[config.mk]
export PLATFORM = sky130hd
export DESIGN_NAME = eeg_pea_out_arb
export DESIGN_NICKNAME = d
export VERILOG_FILES = /design/src/rtl/eeg_pea_pkg.sv /design/src/rtl/eeg_rr_arb.sv /design/src/rtl/eeg_pea_out_arb.sv
export SDC_FILE = /design/constraint.sdc
export NUM_CORES = 1
export LEC_CHECK = 0
export ABC_AREA = 1
export CAP_MARGIN = 10
export CORE_AREA = 2 2 127 129
export DETAILED_ROUTE_END_ITERATION = 6
export DIE_AREA = 0 0 129 131
export PLACE_DENSITY = 0.93
export SETUP_SLACK_MARGIN = 0.3
export SYNTH_ARGS = -nofsm -noshare
export SYNTH_HDL_FRONTEND = slang
export SYNTH_SLANG_ARGS = --single-unit
[constraint.sdc]
create_clock -name clk -period 13.75 [get_ports clk]
set_input_delay 2.75 -clock clk [delete_from_list [all_inputs] [get_ports clk]]
set_output_delay 2.75 -clock clk [all_outputs]
set_load 0.01 [all_outputs]
[src/rtl/eeg_pea_pkg.sv]
// Shared types and sizing for the PE-array output collector.
// This package is the single configuration point for the array geometry.
package eeg_pea_pkg;

  localparam int PE_ROW_DEF      = 4;
  localparam int PE_COL_DEF      = 4;
  localparam int PE_OUT_DW_DEF   = 8;
  localparam int ORAM_ADD_AW_DEF = 8;

  localparam int PE_NUM    = PE_ROW_DEF * PE_COL_DEF;
  localparam int PE_IDX_AW = $clog2(PE_NUM);

  typedef enum logic [1:0] {
    ST_IDLE  = 2'd0,
    ST_RUN   = 2'd1,
    ST_DRAIN = 2'd2,
    ST_DONE  = 2'd3
  } state_e;

  // One ORAM write beat: source PE index, PE-local address, data
  typedef struct packed {
    logic [PE_IDX_AW-1:0]       idx;
    logic [ORAM_ADD_AW_DEF-1:0] add;
    logic [PE_OUT_DW_DEF-1:0]   dat;
  } wr_beat_t;

endpackage

[src/rtl/eeg_rr_arb.sv]
// N-way round-robin arbiter: the search starts at ptr and wraps at N-1,
// so N need not be a power of two.
module eeg_rr_arb #(
  parameter int N  = 16,
  parameter int IW = $clog2(N)
) (
  input  logic [N-1:0]  req,
  input  logic          en,
  input  logic [IW-1:0] ptr,
  output logic [N-1:0]  gnt,
  output logic [IW-1:0] idx,
  output logic          found
);

  localparam logic [IW:0] N_W = (IW+1)'(N);

  // Scan ptr, ptr+1, ... modulo N; the first requester found wins
  always_comb begin
    logic [IW:0] pos;
    pos   = '0;
    found = 1'b0;
    idx   = '0;
    for (int i = 0; i < N; i++) begin
      pos = {1'b0, ptr} + (IW+1)'(i);
      if (pos >= N_W) pos = pos - N_W;
      if (!found && req[pos[IW-1:0]]) begin
        found = 1'b1;
        idx   = pos[IW-1:0];
      end
    end
  end

  // One-hot grant only when the caller can actually take a beat
  genvar gi;
  generate
    for (gi = 0; gi < N; gi++) begin : g_gnt
      assign gnt[gi] = en && found && (idx == IW'(gi));
    end
  endgenerate

endmodule

[src/rtl/eeg_pea_out_arb.sv]
// PE-array output collector: round-robin merge of all per-PE output
// streams into one registered ORAM write port, with per-PE last-beat
// tracking and a one-cycle layer-completion pulse.
// Note: rst_n is an active-high synchronous reset despite its name.
module eeg_pea_out_arb
  import eeg_pea_pkg::*;
#(
  parameter int PE_ROW      = PE_ROW_DEF,
  parameter int PE_COL      = PE_COL_DEF,
  parameter int PE_OUT_DW   = PE_OUT_DW_DEF,
  parameter int ORAM_ADD_AW = ORAM_ADD_AW_DEF
) (
  input  logic                                          clk,
  input  logic                                          rst_n,
  input  logic                                          CFG_START,
  input  logic [PE_ROW-1:0][PE_COL-1:0]                 PE_OUT_VLD,
  input  logic [PE_ROW-1:0][PE_COL-1:0]                 PE_OUT_LST,
  output logic [PE_ROW-1:0][PE_COL-1:0]                 PE_OUT_RDY,
  input  logic [PE_ROW-1:0][PE_COL-1:0][PE_OUT_DW-1:0]  PE_OUT_DAT,
  input  logic [PE_ROW-1:0][PE_COL-1:0][ORAM_ADD_AW-1:0] PE_OUT_ADD,
  output logic                                          ORAM_WR_VLD,
  input  logic                                          ORAM_WR_RDY,
  output logic [PE_IDX_AW+ORAM_ADD_AW-1:0]              ORAM_WR_ADD,
  output logic [PE_OUT_DW-1:0]                          ORAM_WR_DAT,
  output logic                                          LAYER_DONE,
  output logic                                          IS_IDLE
);

  // Flattened views: bit n corresponds to PE [n / PE_COL][n % PE_COL]
  logic [PE_NUM-1:0]                  vld_flat;
  logic [PE_NUM-1:0]                  lst_flat;
  logic [PE_NUM-1:0][PE_OUT_DW-1:0]   dat_flat;
  logic [PE_NUM-1:0][ORAM_ADD_AW-1:0] add_flat;

  assign vld_flat = PE_OUT_VLD;
  assign lst_flat = PE_OUT_LST;
  assign dat_flat = PE_OUT_DAT;
  assign add_flat = PE_OUT_ADD;

  state_e               state_q;
  logic [PE_NUM-1:0]    done_mask_q, done_mask_d;
  logic [PE_IDX_AW-1:0] rr_ptr_q;
  logic                 layer_done_q;
  logic                 is_idle_q;
  logic                 wr_vld_q;
  wr_beat_t             beat_q;

  logic                 can_load;
  logic                 arb_en;
  logic [PE_NUM-1:0]    arb_gnt;
  logic [PE_IDX_AW-1:0] win_idx;
  logic                 win_found;
  logic                 win_vld;

  // The output register can take a new beat when empty or being drained
  assign can_load = ~wr_vld_q | ORAM_WR_RDY;
  assign arb_en   = (state_q == ST_RUN) && can_load;
  assign win_vld  = arb_en && win_found;

  eeg_rr_arb #(
    .N  (PE_NUM),
    .IW (PE_IDX_AW)
  ) u_rr_arb (
    .req   (vld_flat & ~done_mask_q),
    .en    (arb_en),
    .ptr   (rr_ptr_q),
    .gnt   (arb_gnt),
    .idx   (win_idx),
    .found (win_found)
  );

  assign PE_OUT_RDY = arb_gnt;

  // Next done mask: cleared when a layer opens, set on a granted last beat
  always_comb begin
    done_mask_d = done_mask_q;
    if (state_q == ST_IDLE && CFG_START) begin
      done_mask_d = '0;
    end else if (win_vld && lst_flat[win_idx]) begin
      done_mask_d[win_idx] = 1'b1;
    end
  end

  // Layer FSM with round-robin pointer, done mask and status outputs
  always_ff @(posedge clk) begin
    if (rst_n) begin
      state_q      <= ST_IDLE;
      done_mask_q  <= '0;
      rr_ptr_q     <= '0;
      layer_done_q <= 1'b0;
      is_idle_q    <= 1'b1;
    end else begin
      done_mask_q <= done_mask_d;
      if (win_vld) begin
        rr_ptr_q <= (win_idx == PE_IDX_AW'(PE_NUM - 1)) ? '0 : win_idx + 1'b1;
      end
      case (state_q)
        ST_IDLE: begin
          if (CFG_START) begin
            state_q   <= ST_RUN;
            is_idle_q <= 1'b0;
          end
        end
        ST_RUN: begin
          if (&done_mask_d) state_q <= ST_DRAIN;
        end
        ST_DRAIN: begin
          if (!wr_vld_q || ORAM_WR_RDY) begin
            state_q      <= ST_DONE;
            layer_done_q <= 1'b1;
          end
        end
        ST_DONE: begin
          state_q      <= ST_IDLE;
          layer_done_q <= 1'b0;
          is_idle_q    <= 1'b1;
        end
        default: begin
          state_q      <= ST_IDLE;
          layer_done_q <= 1'b0;
          is_idle_q    <= 1'b1;
        end
      endcase
    end
  end

  // One-entry output register; holds its beat while ORAM stalls
  always_ff @(posedge clk) begin
    if (rst_n) begin
      wr_vld_q <= 1'b0;
      beat_q   <= '0;
    end else if (can_load) begin
      wr_vld_q <= win_vld;
      if (win_vld) begin
        beat_q.idx <= win_idx;
        beat_q.add <= add_flat[win_idx];
        beat_q.dat <= dat_flat[win_idx];
      end
    end
  end

  assign ORAM_WR_VLD = wr_vld_q;
  assign ORAM_WR_ADD = {beat_q.idx, beat_q.add};
  assign ORAM_WR_DAT = beat_q.dat;
  assign LAYER_DONE  = layer_done_q;
  assign IS_IDLE     = is_idle_q;

endmodule

==> run metrics, run 1 <==
root buf cell clkbuf_16; RSZ-0062 raised after global routing false; Slowest-stage cell, CP nand2_4; area growth from synthesis to layout 53.9%; die area ~17000 um2; first-pass GRT wire length about 46 mm; Max Fclk 97.5 MHz; endpoints failing hold 0; Final nets between 1500 and 2000; ys flop type dfxtp_1; Buf+Inv Stages, Crit Path 5; Synthesis Warnings 0; area of the multi-input gates between 4000 and 5000 um2; grt ovf 0; R2R Path Start rr_ptr_q[1]; Routability Congestion 0.999; crit-path cells clkdlybuf4s50_1, nand3_1, nand3_1, nand3_1, nand3_1, nand2_2, nand4_4, nor2_4, nand4_2, nor2_4, nand4_4, nor2_4, nand4_4, nor2_1, inv_1, nand2_4, ha_1, inv_1, nor2_1, inv_1, nor2_1, clkdlybuf4s50_1; worst min-delay path startpoint IS_IDLE; #FFs+latches synth 45; Die Span X 129 um; # rows 46; WHS Path Cells 1; Max clock buf depth 2; number of H-tree levels 2; CP Max Fanout between 80 and 90; # DRC 0; Fin Setup TNS 0 ns; Post-CTS Hold Fix Bufs 0; DR WL met3 between 3 and 4 mm; Critical Path RT between 10 and 15 ns; post-cts resize count 0; Syn Inst Count around 1200; CTS buffer count 5; post-DP HPWL 24.7 mm; period utilization 74.6%; Port-buffer cells 330; Clk pin slew, worst setup/hold paths ~0.060 ns; EDFF count, synth 0; DR WL/cell around 19 um; layout cells sized above 1 4.57%; Setup Fix Bufs, Post-CTS 0; critical path class in -> out; antenna-violating nets left 0; Worst R2R Path Depth 33; CP max stage delay between 0.6 and 0.7 ns; Post-Syn Nets around 1500; Slew headroom 38.2%; Vert. Die Dim 131 um; crit path DAT 7.50 ns; Most common cell on crit path nand3_1; CTS tree done; outcome complete, no violations; boundary pin count 331; largest net degree at the start of global routing 94; initial core utilization 41.4%; Startpoint Class input pin; clock sinks 45; Worst-Margin Slew 0.927 ns; clk_skew ~0.0038 ns; final setup violation count 0; Layout fillers ~1500; Vias about 9300; Synth Area per Inst about 5.4 um2; Synth async-reset ratio 0%; Slew Viols, Final 0; maxcap violations 0; initial antenna violation count 2; Pre-antenna DRT Iters 6; number of global-route vias before repair between 8000 and 9000; highest routed layer met5; DR vias/cell 5.52; post-synth cell types between 40 and 50; Post-Route M1 WL approximately 12 mm; crit-path leading delay family simple AND/OR/NAND/NOR gates; Critical R2R Capture state_q[1]; number of DRC markers in iteration 0 roughly 840; Post-Route WL approximately 31 mm; total core area around 16000 um2; FF/Latch Area 901 um2; Syn Std Cell Area about 6500 um2; reg2reg setup slack about 6.5 ns; global-route usage over all layers between 30% and 40%; Met2 Routed Length between 10 and 15 mm; hold worst-path end IS_IDLE; sequential fraction of the synthesis area 14.0%; min-delay worst type reg -> reg; fin crit period 10.25 ns; insertion delay to the later sink of the worst-skew pair 0.28 ns; CP Capture Type output port
-- logic make-up after synthesis --
family | Yosys count | share of synthesized area, %
buf+inv | 191 | 12.2
simple gates | 791 | 55.5
compound gates | 130 | 12.6
xor+xnor | 5 | 1.38
fa+ha+maj | 16 | 3.10
flops | 45 | 14.0
mux | 8 | 1.24
-- layout by cell type, fill, tap and decap left out, types with 7 or more instances in the layout --
cell type          n
nand2_1          403
clkdlybuf4s50_1  330
nand3_1          229
inv_1            110
nor2_1            77
dfxtp_1           45
o21ai_0           36
nand4_1           26
a31oi_1           23
a21oi_1           18
a221oi_1          16
ha_1              16
o21ai_1           12
inv_2             11
buf_4             10
nand2_2            9
o211ai_1           9
nand3_2            8
mux2i_1            8
nor3_1             7
-- how the worst max path moves through the flow --
stage                                end  cells after the start      startpoint
after global routing       PE_OUT_RDY[7]                     22  PE_OUT_VLD[11]
after CTS                  PE_OUT_RDY[3]                     22  PE_OUT_VLD[13]
after detailed placement   PE_OUT_RDY[3]                     22  PE_OUT_VLD[13]
after global placement    PE_OUT_RDY[15]                     22  PE_OUT_VLD[13]
after floorplan            PE_OUT_RDY[3]                     25  PE_OUT_VLD[13]
final                      PE_OUT_RDY[7]                     22  PE_OUT_VLD[13]
-- metal layers --
| metal | up-vias | global-route usage [%] |
|---|---|---|
| met5 | - | 0 |
| met4 | 2 | 15.7 |
| met3 | 103 | 10.9 |
| met2 | 556 | 58.0 |
| met1 | 4147 | 43.5 |
| li1 | 4489 | - |
-- cell type report --
type | instances | area share, %
multi-input cells | 950 | 48.1
repair buffers | 340 | 34.0
flip-flops and latches | 45 | 9.07
inverters | 123 | 4.65
well taps | 216 | 2.72
clock buffers | 7 | 1.34
clock inverters | 1 | 0.0756
diodes | 1 | 0.0252
-- synthesized netlist by cell type, drive strengths merged (2+ instances only) --
library cell / n / area (um2)
and2: 4 / 25.0
nor2: 87 / 367
dfxtp: 45 / 901
xor2: 4 / 61.3
clkbuf: 29 / 109
ha: 16 / 200
nand2: 415 / 1600
nand3: 237 / 1230
nand4: 30 / 239
nor3: 8 / 45.0
clkinv: 2 / 7.51
o21ai: 48 / 240
nand3b: 7 / 56.3
o221ai: 6 / 52.6
inv: 121 / 454
mux2i: 8 / 80.1
and3: 3 / 18.8
a221oi: 16 / 140
a211oi: 6 / 45.0
buf: 39 / 219
a21oi: 19 / 98.9
o211ai: 9 / 67.6
a31oi: 23 / 144
-- state kept, by name (all words and copies together) (netlist names) --
name / flops
IS_IDLE: 1
LAYER_DONE: 1
ORAM_WR_ADD: 12
ORAM_WR_DAT: 8
ORAM_WR_VLD: 1
done_mask_q: 16
rr_ptr_q: 4
state_q: 2
-- metrics by stage --
stage | setup slack (ns) | instance area [um2] | hold WS, ns | util [%] | std cells
after floorplan | 5.08 | 6450 | 0.490 | - | 1186
final | 3.50 | 9930 | 0.508 | 63.7 | 1683
after CTS | 3.56 | 9930 | 0.506 | 63.6 | 1682
after detailed placement | 3.58 | 9790 | 0.492 | 62.7 | 1674
after global placement | 3.64 | 9790 | 0.482 | 62.7 | 1674
after global routing | 3.11 | 9930 | 0.545 | 63.6 | 1682
Power of run 1 is not shown: default switching activity piles up to over one toggle a cycle in this logic, so the estimate is an artifact.
==> run 2: changes to the inputs <==
CORE_AREA = unset   (was 2 2 127 129)
CORE_MARGIN = 1.5   (was unset)
CORE_UTILIZATION = 37   (was unset)
DIE_AREA = unset   (was 0 0 129 131)
PLACE_DENSITY = 0.88   (was 0.93)
clock period = 9.2 ns   (was 13.75 ns; I/O delays follow)
==> run 2 against run 1 <==
  * Core utilization down 5.7 points
  * Final area up 0.32%
  * Global-route usage down 3.1 points
  * Setup slack worse by 2.7 ns
  * Register-to-register slack worse by 4.3 ns
  * Critical path type is now reg -> out
  * Largest cell class unchanged
==> run metrics, run 2 (same netlist as run 1, synthesis figures left out) <==
outcome complete, no violations; Fin Setup TNS 0 ns (unchanged); Startpoint Class flip-flop; most frequent cells in the layout nand2_1 (403), clkdlybuf4s50_1 (330), nand3_1 (229); Vias 9202 (-1.0%); Critical Path RT 7.36 ns (-3.64 ns); Final nets 1774 (+0.056%); clk_skew 0.00590 ns (+0.00211 ns); period utilization between 90% and 100%; grt ovf 0 (unchanged); crit-path leading delay family buffers and inverters; Pre-antenna DRT Iters 6 (unchanged); critical path class reg -> out; root buf cell clkbuf_16; R2R Path Start rr_ptr_q[1]; largest net degree at the start of global routing 97 (+3.2%); Slew headroom 37.8% (-0.37 points); CP max stage delay 0.81 ns (+0.13 ns); area of the multi-input gates 4780 um2 (unchanged); Vert. Die Dim 135 um (+3.1%); die area 18200 um2 (+8.0%); boundary pin count 331 (unchanged); number of H-tree levels 2 (unchanged); crit-path cells inv_1, ha_1, inv_1, nand3_1, nand3_1, nand2_1, nand2_1, nand2_1, inv_2, nand4_2, nor2_4, nand4_4, nor2_4, nand4_1, nand3_1, inv_2, nand2_1, inv_1, nand4_1, inv_1, clkdlybuf4s50_1; antenna-violating nets left 0 (unchanged); RSZ-0062 raised after global routing false; post-cts resize count 0 (unchanged); fin crit period roughly 8.4 ns; number of global-route vias before repair 8444 (-2.0%); layout cells sized above 1 4.77% (+0.20 points); Die Span X 135 um (+4.7%); CP Max Fanout 37 (-55%); initial antenna violation count 2 (unchanged); DR WL/cell 18.1 um (-2.5%); Worst-Margin Slew 0.933 ns (+0.00557 ns); CTS buffer count 5 (unchanged); initial core utilization 37.6% (-3.8 points); Reg with most FFs done_mask_q; area growth from synthesis to layout 54.3%; Slowest-stage cell, CP dfxtp_1; Layout fillers 1717 (+15%); Setup Fix Bufs, Post-CTS 0 (unchanged); post-DP HPWL 24.2 mm (-2.0%); DP Worst Slack 1.18 ns (-2.39 ns); crit path DAT 6.54 ns (-0.96 ns); FF/Latch Area 901 um2 (unchanged); Largest register FFs 16 (unchanged); # rows 48 (+4.3%); number of DRC markers in iteration 0 923 (+10%); Worst Setup SP rr_ptr_q[1]; insertion delay to the later sink of the worst-skew pair 0.29 ns (about the same); Max Fclk 119 MHz; Max clock buf depth 2 (unchanged); PnR worst setup slack 0.817 ns (-2.68 ns); commonest non-fill, non-tap cell in the layout nand2_1; Routability Congestion 0.940 (-6.0%); Port-buffer cells 330 (unchanged); Post-CTS Hold Fix Bufs 0 (unchanged); endpoints failing hold 0 (unchanged); CTS tree done; clock sinks 45 (unchanged); final setup violation count 0 (unchanged); worst min-delay path startpoint ORAM_WR_ADD[1]; Post-Route WL 30.6 mm (-1.8%); global-route usage over all layers 32.4% (-3.1 points); Slew Viols, Final 0 (unchanged); CP Capture Type output port; DR vias/cell 5.43 (-1.7%); total core area 17200 um2 (+10%); maxcap violations 0 (unchanged); Buf+Inv Stages, Crit Path 7 (+2); # DRC 0 (unchanged); min-delay worst type reg -> reg; first-pass GRT wire length 45.8 mm (-1.2%); Clk pin slew, worst setup/hold paths 0.07 ns (about the same)
-- run 2: changes by cell type in the layout (fill, tap and decap cells not counted), sizes merged --
cell	change
buf	+1
inv	+2
clkbuf	-2
diode	+1
-- run 2: layer usage --
layer	vias up	track usage (%)	routed length [um]
met1	4125	39.4	12100
met3	69	8.33	3260
li1	4491	-	-
met2	517	55.4	14300
met4	0	11.4	978
met5	-	0	0
-- run 2: stage by stage --
stage          cell area [um2]  utilization (%)  hold slack (ns)  cells
6_report                  9960             58.0            0.499   1694
4_1_cts                   9960             58.0            0.503   1692
3_5_place_dp              9810             57.1            0.485   1684
5_1_grt                   9960             58.0            0.527   1692
2_1_floorplan             6450                -            0.490   1186
3_3_place_gp              9810             57.1            0.477   1684
-- run 2: worst paths after layout --
check | depth (start not counted) | endpoint | slack, ns
worst max-delay path | 21 | PE_OUT_RDY[10] | 0.82
worst min-delay path | 2 | ORAM_WR_ADD[1] | 0.50
worst max register to register | 32 | state_q[1] | 2.21
worst min register to register | 2 | ORAM_WR_ADD[1] | 0.50
-- run 2: worst reg2reg max path: cells and delay by family (launching register included) --
family	cells	cell delay, ns
compound gates	2	0.47
fa+ha+maj	1	0.78
buf+inv	5	1.80
flops	1	0.81
simple gates	24	3.02
-- run 2: final cells by class --
type	instances	share of cell area, %
Antenna cell	2	0.0502
Clock buffer	5	1.26
Clock inverter	3	0.251
Inverter	123	4.64
Multi-Input combinational cell	950	47.9
Sequential cell	45	9.04
Tap cell	225	2.83
Timing Repair Buffer	341	34.0
Power of run 2 is left out for the same reason.
